==> src/rtl/addn_wsign_pipe_pkg.sv <==
// Shared definitions for the ANS-PWM signed accumulator: internal width,
// tree sizing helpers and the output-mode encoding.
package anspwm_pkg;

    localparam int W_DEF = 16;
    localparam int N_DEF = 4;

    typedef enum logic {
        MODE_WRAP = 1'b0,
        MODE_SAT  = 1'b1
    } out_mode_e;

    // Wide enough that N signed W-bit terms can never overflow.
    function automatic int iw(input int w, input int n);
        return w + $clog2(n) + 1;
    endfunction

    // Number of terms still alive after k pairwise tree levels.
    function automatic int terms_at(input int n, input int k);
        return (n + (1 << k) - 1) >> k;
    endfunction

endpackage

==> src/rtl/addn_wsign_pipe_if.sv <==
// Sample/result bus of the signed accumulator.
// in_valid marks one sample per cycle with no backpressure (there is no ready); out_valid marks one result, and sum/ovf mean something only while it is high.
interface addn_wsign_pipe_if #(
    parameter int W = anspwm_pkg::W_DEF,
    parameter int N = anspwm_pkg::N_DEF
);
    logic                 in_valid;
    logic [N-1:0][W-1:0]  c;
    logic [N-1:0]         csign;
    logic                 clr_ovf;
    logic                 out_valid;
    logic [W-1:0]         sum;
    logic                 ovf;
    logic                 ovf_sticky;

    modport master (
        output in_valid, c, csign, clr_ovf,
        input  out_valid, sum, ovf, ovf_sticky
    );

    modport slave (
        input  in_valid, c, csign, clr_ovf,
        output out_valid, sum, ovf, ovf_sticky
    );
endinterface

==> src/rtl/addn_wsign_pipe_addtree.sv <==
// One registered level of the adder tree: M terms in, ceil(M/2) pairwise sums out,
// with the valid bit carried alongside.
module addtree_level #(
    parameter int IW = 19,
    parameter int M  = 4
) (
    input  logic                      clk,
    input  logic                      rst_n,
    input  logic                      valid,
    input  logic [M-1:0][IW-1:0]      terms,
    output logic                      sums_valid,
    output logic [(M+1)/2-1:0][IW-1:0] sums
);
    localparam int MO = (M + 1) / 2;

    logic [2*MO-1:0][IW-1:0] padded;
    logic [MO-1:0][IW-1:0]   sums_d;

    // An odd leftover term is paired with zero, so it passes through unchanged.
    always_comb begin
        padded        = '0;
        padded[M-1:0] = terms;
        sums_d        = '0;
        for (int j = 0; j < MO; j++) begin
            sums_d[j] = padded[2*j] + padded[2*j+1];
        end
    end

    always_ff @(posedge clk or negedge rst_n) begin
        if (!rst_n) begin
            sums       <= '0;
            sums_valid <= 1'b0;
        end else begin
            sums       <= sums_d;
            sums_valid <= valid;
        end
    end
endmodule

==> src/rtl/addn_wsign_pipe.sv <==
// Pipelined signed accumulator: c[0] +/- c[1] +/- ... +/- c[N-1], with a negate
// stage, a registered pairwise adder tree and a wrap/saturate output stage.
module addn_wsign_pipe
    import anspwm_pkg::*;
#(
    parameter int W   = W_DEF,
    parameter int N   = N_DEF,
    parameter int SAT = 0
) (
    input logic              clk,
    input logic              rst_n,
    addn_wsign_pipe_if.slave bus
);
    localparam int             IW    = iw(W, N);
    localparam int             D     = $clog2(N);
    localparam out_mode_e      MODE  = (SAT != 0) ? MODE_SAT : MODE_WRAP;
    localparam logic [IW-1:0]  MAX_V = {{(IW-W){1'b0}}, {W{1'b1}}};

    logic [N-1:0][IW-1:0] terms0_d;
    logic [N-1:0][IW-1:0] terms0;
    logic                 v0;

    // Channel 0 is always added; its sign bit is deliberately ignored.
    always_comb begin
        terms0_d = '0;
        for (int i = 0; i < N; i++) begin
            terms0_d[i] = {{(IW-W){1'b0}}, bus.c[i]};
            if (i != 0 && bus.csign[i]) terms0_d[i] = -terms0_d[i];
        end
    end

    always_ff @(posedge clk or negedge rst_n) begin
        if (!rst_n) begin
            terms0 <= '0;
            v0     <= 1'b0;
        end else begin
            terms0 <= terms0_d;
            v0     <= bus.in_valid;
        end
    end

    for (genvar k = 0; k < D; k++) begin : g_lvl
        localparam int MK = terms_at(N, k);
        localparam int MO = terms_at(N, k + 1);

        logic [MK-1:0][IW-1:0] terms;
        logic                  valid;
        logic [MO-1:0][IW-1:0] sums;
        logic                  sums_valid;

        if (k == 0) begin : g_src
            assign terms = terms0;
            assign valid = v0;
        end else begin : g_chain
            assign terms = g_lvl[k-1].sums;
            assign valid = g_lvl[k-1].sums_valid;
        end

        addtree_level #(.IW(IW), .M(MK)) u_level (
            .clk        (clk),
            .rst_n      (rst_n),
            .valid      (valid),
            .terms      (terms),
            .sums_valid (sums_valid),
            .sums       (sums)
        );
    end

    logic [IW-1:0] total;
    logic          total_v;

    if (D == 0) begin : g_flat
        assign total   = terms0[0];
        assign total_v = v0;
    end else begin : g_tree
        assign total   = g_lvl[D-1].sums[0];
        assign total_v = g_lvl[D-1].sums_valid;
    end

    logic          below;
    logic          above;
    logic          ovf_d;
    logic [W-1:0]  sum_d;

    always_comb begin
        below = total[IW-1];
        above = $signed(total) > $signed(MAX_V);
        ovf_d = below | above;
        sum_d = total[W-1:0];
        if (MODE == MODE_SAT) begin
            if (below)      sum_d = '0;
            else if (above) sum_d = '1;
        end
    end

    logic          out_valid_q;
    logic [W-1:0]  sum_q;
    logic          ovf_q;
    logic          sticky_q;

    // A fresh overflow beats a simultaneous clear so no event is ever lost.
    always_ff @(posedge clk or negedge rst_n) begin
        if (!rst_n) begin
            out_valid_q <= 1'b0;
            sum_q       <= '0;
            ovf_q       <= 1'b0;
            sticky_q    <= 1'b0;
        end else begin
            out_valid_q <= total_v;
            sum_q       <= sum_d;
            ovf_q       <= ovf_d;
            sticky_q    <= (sticky_q & ~bus.clr_ovf) | (total_v & ovf_d);
        end
    end

    assign bus.out_valid  = out_valid_q;
    assign bus.sum        = sum_q;
    assign bus.ovf        = ovf_q;
    assign bus.ovf_sticky = sticky_q;
endmodule

==> src/flat_wrapper.sv <==
// flat-port wrapper written by rule: the top's interface ports become plain ports
module addn_wsign_pipe_flat import anspwm_pkg::*;
#(
    parameter int W   = W_DEF,
    parameter int N   = N_DEF,
    parameter int SAT = 0
)
  (clk, rst_n, bus_in_valid, bus_c, bus_csign, bus_clr_ovf, bus_out_valid, bus_sum, bus_ovf, bus_ovf_sticky);
  addn_wsign_pipe_if #(.W(W), .N(N)) bus_i ();
  input logic clk;
  input logic rst_n;
  input wire logic [$bits(bus_i.in_valid)-1:0] bus_in_valid;
  input wire logic [$bits(bus_i.c)-1:0] bus_c;
  input wire logic [$bits(bus_i.csign)-1:0] bus_csign;
  input wire logic [$bits(bus_i.clr_ovf)-1:0] bus_clr_ovf;
  output wire logic [$bits(bus_i.out_valid)-1:0] bus_out_valid;
  output wire logic [$bits(bus_i.sum)-1:0] bus_sum;
  output wire logic [$bits(bus_i.ovf)-1:0] bus_ovf;
  output wire logic [$bits(bus_i.ovf_sticky)-1:0] bus_ovf_sticky;
  assign bus_i.in_valid = bus_in_valid;
  assign bus_i.c = bus_c;
  assign bus_i.csign = bus_csign;
  assign bus_i.clr_ovf = bus_clr_ovf;
  assign bus_out_valid = bus_i.out_valid;
  assign bus_sum = bus_i.sum;
  assign bus_ovf = bus_i.ovf;
  assign bus_ovf_sticky = bus_i.ovf_sticky;
  addn_wsign_pipe #(.W(W), .N(N), .SAT(SAT)) u_core (.clk(clk), .rst_n(rst_n), .bus(bus_i));
endmodule
==> config.mk <==
export PLATFORM = sky130hd
export DESIGN_NAME = addn_wsign_pipe_flat
export DESIGN_NICKNAME = d
export VERILOG_FILES = /design/src/rtl/addn_wsign_pipe_pkg.sv /design/src/rtl/addn_wsign_pipe_if.sv /design/src/rtl/addn_wsign_pipe_addtree.sv /design/src/rtl/addn_wsign_pipe.sv /design/src/flat_wrapper.sv
export SDC_FILE = /design/constraint.sdc
export NUM_CORES = 1
export LEC_CHECK = 0
export ABC_AREA = 1
export CORE_ASPECT_RATIO = 1.25
export CORE_MARGIN = 2
export CORE_UTILIZATION = 35
export DETAILED_ROUTE_END_ITERATION = 10
export GPL_TIMING_DRIVEN = 0
export PLACE_DENSITY = 0.56
export REMOVE_ABC_BUFFERS = 1
export SLEW_MARGIN = 20
export SYNTH_ARGS = -nofsm -noshare
export SYNTH_HDL_FRONTEND = slang
export SYNTH_SLANG_ARGS = --single-unit
==> constraint.sdc <==
create_clock -name clk -period 2.9 [get_ports clk]
set_clock_uncertainty 0.15 [all_clocks]
set_input_delay 0.87 -clock clk [delete_from_list [all_inputs] [get_ports clk]]
set_output_delay 0.87 -clock clk [all_outputs]
set_load 0.01 [all_outputs]
==> metrics.md, run 1 <==
| Metric | Value |
|---|---|
| Total Wirelength | `~17,000 microns` |
| Share of the synthesized area in the top cell type | `a little under half` |
| Vias in the first global route | `about 6,300` |
| Worst-Skew Late Latency | `between 0.4 and 0.5 ns` |
| Worst-path clk slew | `roughly 0.06 ns` |
| DR iter-0 viols | `between 200 and 300` |
| FF-to-FF setup slack | `roughly 0.8 ns` |
| Crit path max-delay family | `buffers and inverters` |
| Ant diodes | `0` |
| Total vias in the final route | `between 6,000 and 7,000` |
| VDD IR max | `~0.47 mV` |
| Antenna violations before repair | `0` |
| Power, Total | `about 0.0077 W` |
| Placed cell count | `roughly 1,400` |
| Share of layout cells above drive strength 1 | `between 5 and 6%` |
| Cell Count, Final, Fillers Out | `1,385` |
| Site row count | `between 60 and 70` |
| Final min period | `around 2.3 ns` |
| Leak | `5.098 nW` |
| I/O pin cnt | `roughly 90` |
| Routed vias/inst | `4.497` |
| HPWL after DPL | `between 10,000 and 15,000 microns` |
| Final Cycle Share | `about 80%` |
| Die ar. | `24,450 sq um` |
| Startpoint class of the critical path | `flip-flop` |
| CP peak stage delay | `about 0.54 ns` |
| Slew headroom | `around 65%` |
| H-Tree Depth | `4` |
| Ys Warns | `0` |
| Worst path required time | `about 1.9 ns` |
| CTS tree | `yes` |
| Max Root-Sink Buffers | `2` |
| Top_reg_cell synth | `dfrtp_1` |
| Area grow syn2layout | `23.00%` |
| Pwr Density | `775.3 nW/um^2` |
| Core area | `22,880 sq um` |
| Clk sinks | `~150` |
| Commonest cells post-synth | `283 x nand2_1, 152 x dfrtp_1, 145 x inv_1` |
| Placer Congestion | `a little over 0.8` |
| Max cap viols | `0` |
| Crit path DAT | `about 1.3 ns` |
| Setup TNS Final | `0 ns` |
| Postcts setup bufs | `0` |
| Cell area after synthesis | `approximately 8100 sq um` |
| Slowest-stage cell, CP | `clkdlybuf4s50_1` |
| Total GRT Usage | `about 15%` |
| Clock root buffer | `clkbuf_16` |
| FF+latch count, synth | `between 150 and 200` |
| Setup CP Type | `flip-flop to output port` |
| Largest net degree at the start of global routing | `97` |
| Post-synth top area cell | `dfrtp_1` |
| Worst flop-to-flop path startpoint | `u_core.g_lvl[0].u_level.sums[19]` |
| Count of different cell masters after synthesis | `26` |
| 1st-pass router iterations | `5` |
| Die Ht | `174.3 microns` |
| First-pass GRT wire length | `28,440 microns` |
| CTS Buf Count | `17` |
| Unrepaired setup endpoints after global routing | `false` |
| Async S/R FF share, synth | `100.0%` |
| Buffers & Inverters on Critical Path | `1` |
| Status | `complete, no violations` |
| Initial core utilization | `a little over a third` |
| Post-synth EDFFs | `0` |
| Worst-Margin Slew | `0.5214 ns` |
| Worst Setup SP | `u_core.bus.sum[14]` |
| R2R depth | `11` |
| Largest cells by area after synthesis | `dfrtp_1 47%, nand2_1 13%, ha_1 8.5%` |
| Cells after synthesis | `approximately 980` |
| Highest Clock Rate | `0.4304 GHz` |
| Nets | `around 1,200` |
| Wirelength per Cell | `11.95 microns` |
| Top-count cell post-synth | `nand2_1` |
| Final Hold Vio Count | `0` |
| Seq/Total Area, Yosys | `46.83%` |
| Max FO, Critical Path | `1` |
| Setup-failing EPs final | `0` |
| Syn Area/Cell | `approximately 8.3 sq um` |
| Hold Path Class | `input port to asynchronous set/reset pin` |
| Hold_buf cts | `0` |
| # DRC | `0` |
| Critical path cell sequence | `clkdlybuf4s50_1` |
| GRT Residual Overflow | `0` |
| Slew Limit Fails | `0` |
| CP endpoint kind | `output port` |
| Reg-to-reg endpoint | `u_core.g_lvl[1].u_level.sums[12]` |
| DIE WIDTH | `~140 microns` |
| Antenna Nets Post-Route | `0` |
| Port bufs | `89` |
| Post-CTS resize count | `0` |
==> cell usage in the layout (no fill, tap or decap), types with 2 or more instances in the layout <==
cell type / synthesis / layout
a21oi_1: 51 / 51
and2_1: 5 / 5
bufinv_16: 0 / 2
clkbuf_16: 0 / 17
clkdlybuf4s50_1: 0 / 88
clkinvlp_4: 0 / 3
dfrtp_1: 152 / 152
fa_1: 3 / 3
ha_1: 55 / 55
inv_1: 145 / 145
inv_6: 0 / 7
nand2_1: 283 / 283
nand2_2: 3 / 3
nand3_1: 59 / 59
nand3_2: 8 / 8
nand4_1: 8 / 8
nor2_1: 74 / 74
nor2_2: 2 / 2
nor3_1: 13 / 13
nor3_2: 3 / 3
o21ai_0: 37 / 37
o21ai_1: 2 / 2
o21ai_2: 2 / 2
xnor2_1: 13 / 13
xor2_1: 52 / 52
==> metal layers <==
metal	wire length (microns)	GRT usage, %	share of wire [%]
met1	7317	16.94	44
met2	8544	26.90	52
met3	437	2.645	2.6
met4	246	5.177	1.5
met5	0	0	0
==> sequential cells by signal, indices dropped and copies added (netlist names) <==
signal,cells
u_core.g_lvl.terms,73
u_core.g_lvl.valid,1
u_core.bus.out_valid,1
u_core.g_lvl.u_level.sums_valid,2
u_core.bus.ovf_sticky,1
u_core.bus.sum,16
u_core.g_lvl.u_level.sums,57
u_core.bus.ovf,1
==> cell type report <==
type / instances / area, sq um
Clock buffer: 18 / 439.2
Clock inverter: 14 / 160.2
Fill cell: 2272 / 12890
Inverter: 146 / 548.0
Multi-Input combinational cell: 677 / 3756
Sequential cell: 152 / 3804
Tap cell: 288 / 360.3
Timing Repair Buffer: 90 / 923.4
==> stage by stage <==
step | hold slack (ns) | instance area [sq um] | worst slack, ns | util (%)
floorplan | 0.1812 | 8108 | 0.9635 | -
global placement | 0.1825 | 9359 | -5.157 | 40.90
detailed placement | 0.1847 | 9392 | 0.2952 | 41.04
CTS | 0.1994 | 9991 | 0.5454 | 43.66
global route | 0.2057 | 9991 | 0.5220 | 43.66
finish | 0.1971 | 9991 | 0.5765 | 43.66
==> kinds of logic after synthesis <==
| family | share of synthesized area [%] |
|---|---|
| xor gates and xnor gates | 7.009 |
| buffers and inverters | 6.931 |
| adders and majority gates | 9.211 |
| AOI/OAI and AO/OA | 6.069 |
| DFF | 46.83 |
| and+or+nand+nor | 23.95 |
==> power breakdown <==
group          switching [W]  internal, W
sequential          0.000162      0.00264
clock               0.000935      0.00131
combinational        0.00158      0.00112
total                0.00267      0.00507
==> worst max path at each step <==
stage	endpoint	slack (ns)	depth (start not counted)
final	bus_sum[14]	0.58	1
after global routing	bus_sum[14]	0.52	1
after global placement	u_core.g_lvl[0].valid	-5.16	1
after floorplan	u_core.g_lvl[0].terms[50]	0.96	8
after detailed placement	u_core.g_lvl[0].terms[52]	0.30	10
after CTS	bus_sum[14]	0.55	1
Note: power is estimated with default switching activity, not from simulation.
==> run 2, diff against run 1 <==
Clock period 2.9 ns to 2.28 ns, I/O delays scaled along.
==> metrics.md, run 2 (same netlist as run 1, synthesis figures left out) <==
| Metric | Value |
|---|---|
| Site row count | `62 (unchanged)` |
| Max cap viols | `0 (unchanged)` |
| Placed Area | `9392 sq um (unchanged)` |
| Largest net degree at the start of global routing | `97 (unchanged)` |
| First-pass GRT wire length | `28,440 microns (unchanged)` |
| Leak | `5.097 nW (about the same)` |
| Setup CP Type | `flip-flop to output port` |
| Slew headroom | `65.13% (unchanged)` |
| CP peak stage delay | `0.54 ns (about the same)` |
| I/O pin cnt | `91 (unchanged)` |
| Startpoint class of the critical path | `flip-flop` |
| Highest Clock Rate | `between 0.4 and 0.5 GHz` |
| Max Root-Sink Buffers | `2 (unchanged)` |
| Initial core utilization | `35.49% (unchanged)` |
| CTS tree | `yes` |
| FF-to-FF setup slack | `0.18 ns (-0.60 ns)` |
| Vias in the first global route | `6,268 (unchanged)` |
| Critical path cell sequence | `clkdlybuf4s50_1` |
| Status | `complete, no violations` |
| Placer Congestion | `0.8220 (unchanged)` |
| # DRC | `0 (unchanged)` |
| Clock root buffer | `clkbuf_16` |
| Setup-failing EPs final | `0 (unchanged)` |
| Pwr Density | `986.0 nW/um^2 (+27%)` |
| Worst-Margin Slew | `0.5214 ns (unchanged)` |
| Routed vias/inst | `4.497 (unchanged)` |
| Ant diodes | `0 (unchanged)` |
| Max FO, Critical Path | `1 (unchanged)` |
| GRT Residual Overflow | `0 (unchanged)` |
| Worst flop-to-flop path startpoint | `u_core.g_lvl[0].u_level.sums[19]` |
| Setup TNS Final | `0 ns (unchanged)` |
| Buffers & Inverters on Critical Path | `1 (unchanged)` |
| CP Depth | `1 (unchanged)` |
| HPWL after DPL | `13,320 microns (unchanged)` |
| Worst-path clk slew | `0.06 ns (about the same)` |
| Die ar. | `24,450 sq um (unchanged)` |
| CP endpoint kind | `output port` |
| Most common cell after layout, fill and taps aside | `nand2_1` |
| Worst Setup SP | `u_core.bus.sum[14]` |
| Slowest-stage cell, CP | `clkdlybuf4s50_1` |
| Share of layout cells above drive strength 1 | `5.196% (+0.091 points)` |
| Fin util | `43.67% (about the same)` |
| Nets | `1,214 (unchanged)` |
| Port bufs | `89 (unchanged)` |
| Final min period | `2.138 ns` |
| Total Wirelength | `16,550 microns (about the same)` |
| Fin area | `9993 sq um (about the same)` |
| DP Worst Slack | `-0.1388 ns (-0.4340 ns)` |
| Crit path max-delay family | `buffers and inverters` |
| Postcts setup bufs | `0 (unchanged)` |
| Max reg flops | `73 (unchanged)` |
| DR iter-0 viols | `250 (-1.2%)` |
| Crit path DAT | `1.30 ns (about the same)` |
| VDD IR max | `0.5929 mV (+27%)` |
| Fin Hold WS | `0.01650 ns (-0.1806 ns)` |
| Slew Limit Fails | `0 (unchanged)` |
| Antenna violations before repair | `0 (unchanged)` |
| CTS Buf Count | `17 (unchanged)` |
| R2R depth | `11 (unchanged)` |
| Antenna Nets Post-Route | `0 (unchanged)` |
| Final Hold Vio Count | `0 (unchanged)` |
| Worst path required time | `1.45 ns (-0.43 ns)` |
| Final WS setup | `0.1425 ns (-0.4340 ns)` |
| Area grow syn2layout | `23.03% (about the same)` |
| Clk sinks | `152 (unchanged)` |
| Die Ht | `174.3 microns (unchanged)` |
| Final Cycle Share | `between 90 and 100%` |
| 1st-pass router iterations | `5 (unchanged)` |
| Core area | `22,880 sq um (unchanged)` |
| Total vias in the final route | `6,228 (unchanged)` |
| H-Tree Depth | `4 (unchanged)` |
| Total GRT Usage | `14.63% (unchanged)` |
| Unrepaired setup endpoints after global routing | `false` |
| Wirelength per Cell | `11.95 microns (about the same)` |
| DIE WIDTH | `140.3 microns (unchanged)` |
| Hold Path Class | `input port to asynchronous set/reset pin` |
| Most frequent cells in the layout | `283 x nand2_1, 152 x dfrtp_1, 145 x inv_1` |
| Worst-Skew Late Latency | `0.43 ns (about the same)` |
## run 2: cell type report
| class | instances | area [sq um] |
|---|---|---|
| Clock inverter | 14 | 160.2 |
| Sequential cell | 152 | 3804 |
| Tap cell | 288 | 360.3 |
| Clock buffer | 18 | 439.2 |
| Inverter | 146 | 548.0 |
| Fill cell | 2271 | 12890 |
| Multi-Input combinational cell | 677 | 3759 |
| Timing Repair Buffer | 90 | 923.4 |
## run 2: what timing repair did
item                       CTS  global route
hold endpoints to repair     0             0
gates resized for setup      0             1
hold buffers                 0             0
setup endpoints to repair    0             1
## run 2: metrics by stage
stage | std cells | total power [W]
after floorplan | 975 | 0.005933
after global placement | 1352 | 0.007053
after detailed placement | 1353 | 0.007090
after CTS | 1385 | 0.009986
after global routing | 1385 | 0.01064
final | 1385 | 0.009853
## run 2: where the power goes
part	internal [W]	switching [W]
clock network	0.00167	0.00119
registers	0.00336	0.000206
logic	0.00142	0.00201
## run 2: per-layer routing
metal	track usage, %	vias to the layer above	wire length, microns
li1	-	3287	-
met1	16.94	2832	7314
met2	26.90	95	8545
met3	2.645	14	441
met4	5.177	0	246
met5	0	-	0
## run 2: path summary, 6_finish.rpt
| check | endpoint |
|---|---|
| worst max-delay path | bus_sum[14] |
| worst min-delay path | u_core.g_lvl[0].terms[11] |
| worst max register to register | u_core.g_lvl[1].u_level.sums[12] |
| worst min register to register | u_core.bus.sum[4] |
| max in group asynchronous | u_core.g_lvl[0].u_level.sums[20] |
| min in group clk | u_core.bus.sum[4] |
==> run 3, diff against run 2 <==
Settings changed: CORE_UTILIZATION 35 to 57, PLACE_DENSITY 0.56 to 0.83, SETUP_SLACK_MARGIN from default to 0.5.
==> metrics.md, run 3 (same netlist as run 1, synthesis figures left out) <==
| Metric | Value |
|---|---|
| Status | `complete, no violations` |
| Setup CP Type | `flip-flop to flip-flop` |
| Top Layer Used | `met4` |
| Most frequent cells in the layout | `230 x nand2_1, 151 x dfrtp_1, 128 x inv_1` |
| DR iter-0 viols | `660 (+160%)` |
| Nets | `1,240 (+2.1%)` |
| WL met2 | `11,730 microns (+37%)` |
| # DRC | `0 (unchanged)` |
| Cell Count, Final, Fillers Out | `1,295 (-6.5%)` |
| Unrepaired setup endpoints after global routing | `true` |
| Slew headroom | `63.92% (-1.2 points)` |
| Leak | `5.415 nW (+6.2%)` |
| I/O pin cnt | `91 (unchanged)` |
| Core area | `13,870 sq um (-39%)` |
| Max cap viols | `0 (unchanged)` |
| Max Root-Sink Buffers | `2 (unchanged)` |
| Worst path required time | `2.44 ns (+0.99 ns)` |
| Worst-Margin Slew | `0.5412 ns (+0.01982 ns)` |
| DP Worst Slack | `-0.1509 ns (-0.01210 ns)` |
| Routed vias/inst | `5.688 (+26%)` |
| DIE WIDTH | `110.8 microns (-21%)` |
| Pwr Density | `1013 nW/um^2 (+2.8%)` |
| Startpoint class of the critical path | `flip-flop` |
| Highest Clock Rate | `0.4986 GHz (+6.6%)` |
| Setup TNS Final | `0 ns (unchanged)` |
| Most common cell after layout, fill and taps aside | `nand2_1` |
| Slowest-stage cell, CP | `dfrtp_1` |
| Met1 Wirelength | `8116 microns (+11%)` |
| Die ar. | `15,230 sq um (-38%)` |
| VDD IR max | `0.7337 mV (+24%)` |
| Antenna violations before repair | `0 (unchanged)` |
| Vias in the first global route | `7,050 (+12%)` |
| Die Ht | `137.5 microns (-21%)` |
| Hold Path Class | `input port to asynchronous set/reset pin` |
| Max reg flops | `73 (unchanged)` |
| H-Tree Depth | `4 (unchanged)` |
| Area grow syn2layout | `34.38%` |
| Crit path max-delay family | `simple AND/OR/NAND/NOR gates` |
| Crit path top cell by count | `nand2_1` |
| Largest net degree at the start of global routing | `82 (-15%)` |
| GRT Residual Overflow | `0 (unchanged)` |
| Ant diodes | `0 (unchanged)` |
| Fill count | `796 (-65%)` |
| Final WS setup | `0.2742 ns (+0.1317 ns)` |
| CTS Buf Count | `17 (unchanged)` |
| Slew Limit Fails | `0 (unchanged)` |
| Crit path DAT | `2.16 ns (+0.86 ns)` |
| Total Wirelength | `22,940 microns (+39%)` |
| Total vias in the final route | `7,366 (+18%)` |
| Power, Total | `0.01106 W (+12%)` |
| CP endpoint kind | `flip-flop` |
| CP peak stage delay | `0.43 ns (-0.11 ns)` |
| HPWL after DPL | `12,600 microns (-5.4%)` |
| 1st-pass router iterations | `10 (+5)` |
| Placer Congestion | `0.8615 (+4.8%)` |
| Final Cycle Share | `87.97% (-5.8 points)` |
| CTS tree | `yes` |
| Final Hold Vio Count | `0 (unchanged)` |
| Worst-Skew Late Latency | `0.43 ns (about the same)` |
| Max FO, Critical Path | `4 (+3)` |
| Port bufs | `89 (unchanged)` |
| Critical path cell sequence | `ha_4 > nand2_2 > inv_2 > nand2_1 > nor3_2 > nand2_1 > nand3_1 > nand2_1` |
| Met3 WL | `1614 microns (+270%)` |
| Antenna Nets Post-Route | `0 (unchanged)` |
| Clock root buffer | `clkbuf_16` |
| Hold_buf cts | `0 (unchanged)` |
| Worst-path clk slew | `0.06 ns (about the same)` |
| Initial core utilization | `58.55% (+23 points)` |
| Buffers & Inverters on Critical Path | `1 (unchanged)` |
| Share of layout cells above drive strength 1 | `24.55% (+19 points)` |
| Placed cell count | `1,240 (-8.4%)` |
| Setup-failing EPs final | `0 (unchanged)` |
| Final min period | `2.006 ns (-0.1317 ns)` |
| Clk sinks | `152 (unchanged)` |
| Fin Hold WS | `0.04814 ns (+0.03164 ns)` |
| First-pass GRT wire length | `31,950 microns (+12%)` |
| Total GRT Usage | `26.34% (+12 points)` |
| Wirelength per Cell | `17.71 microns (+48%)` |
| Site row count | `48 (-23%)` |
run 3: cell types whose count changed in the layout (fill, tap and decap cells not counted), moves of 19 or more:
cell             before  now
a21oi_1              51   26
a21oi_2               1   25
buf_2                 0   19
buf_4                 0   24
clkdlybuf4s50_1      88   48
ha_1                 54   20
ha_4                  0   31
nand2_1             283  230
nand2_2               3   50
nor2_1               74   55
run 3: final timing paths:
check	startpoint	to	slack (ns)	cells after the start
max	u_core.g_lvl[0].terms[26]	u_core.g_lvl[0].u_level.sums[15]	0.27	8
min	rst_n	u_core.g_lvl[0].terms[0]	0.05	1
min in group clk	u_core.g_lvl[1].u_level.sums[15]	u_core.bus.sum[15]	0.20	0
max reg2reg	u_core.g_lvl[0].terms[26]	u_core.g_lvl[0].u_level.sums[15]	0.27	8
max in group asynchronous	rst_n	u_core.g_lvl[0].u_level.sums_valid	1.19	2
min reg2reg	u_core.g_lvl[1].u_level.sums[15]	u_core.bus.sum[15]	0.20	0
run 3: final cells by class:
class | count | area [sq um] | share of cell area (%)
flip-flops and latches | 152 | 3805 | 34.86
repair buffers | 116 | 1031 | 9.445
clock inverters | 12 | 178.9 | 1.639
well taps | 175 | 219.0 | 2.006
clock buffers | 17 | 425.4 | 3.897
multi-input cells | 677 | 4708 | 43.13
inverters | 146 | 548.0 | 5.021
run 3: worst register-to-register path, stage by stage, from the launching register on:
cell and delay [ns]:
dfrtp_1 0.43, ha_4 0.33, nand2_2 0.09, inv_2 0.12, nand2_1 0.14, nor3_2 0.26
nand2_1 0.18, nand3_1 0.12, nand2_1 0.08
run 3: metrics by stage:
step / util (%) / area [sq um]
after floorplan: - / 8108
after global placement: 66.44 / 9218
after detailed placement: 66.68 / 9250
after CTS: 73.54 / 10200
after global routing: 78.68 / 10920
final: 78.68 / 10920
run 3: layer usage:
metal | vias to the layer above | track usage, %
met5 | - | 0
met4 | 0 | 14.31
met3 | 135 | 5.191
met2 | 429 | 48.23
met1 | 3463 | 28.99
li1 | 3339 | -
run 3: repair_timing:
action | in CTS | in global routing
setup buffers | 12 | 14
gates resized for setup | 173 | 150
pin swaps | 29 | 42
endpoints found under the setup margin | 79 | 59
gates cloned | 0 | 0
run 3: where the power goes:
part	switching (W)	leakage [nW]	total (W)	internal, W
combinational	0.00263	3.36	0.00444	0.00181
sequential	0.000319	1.77	0.00368	0.00336
clock	0.00112	0.287	0.00293	0.00181
total	0.00407	5.41	0.0111	0.00699
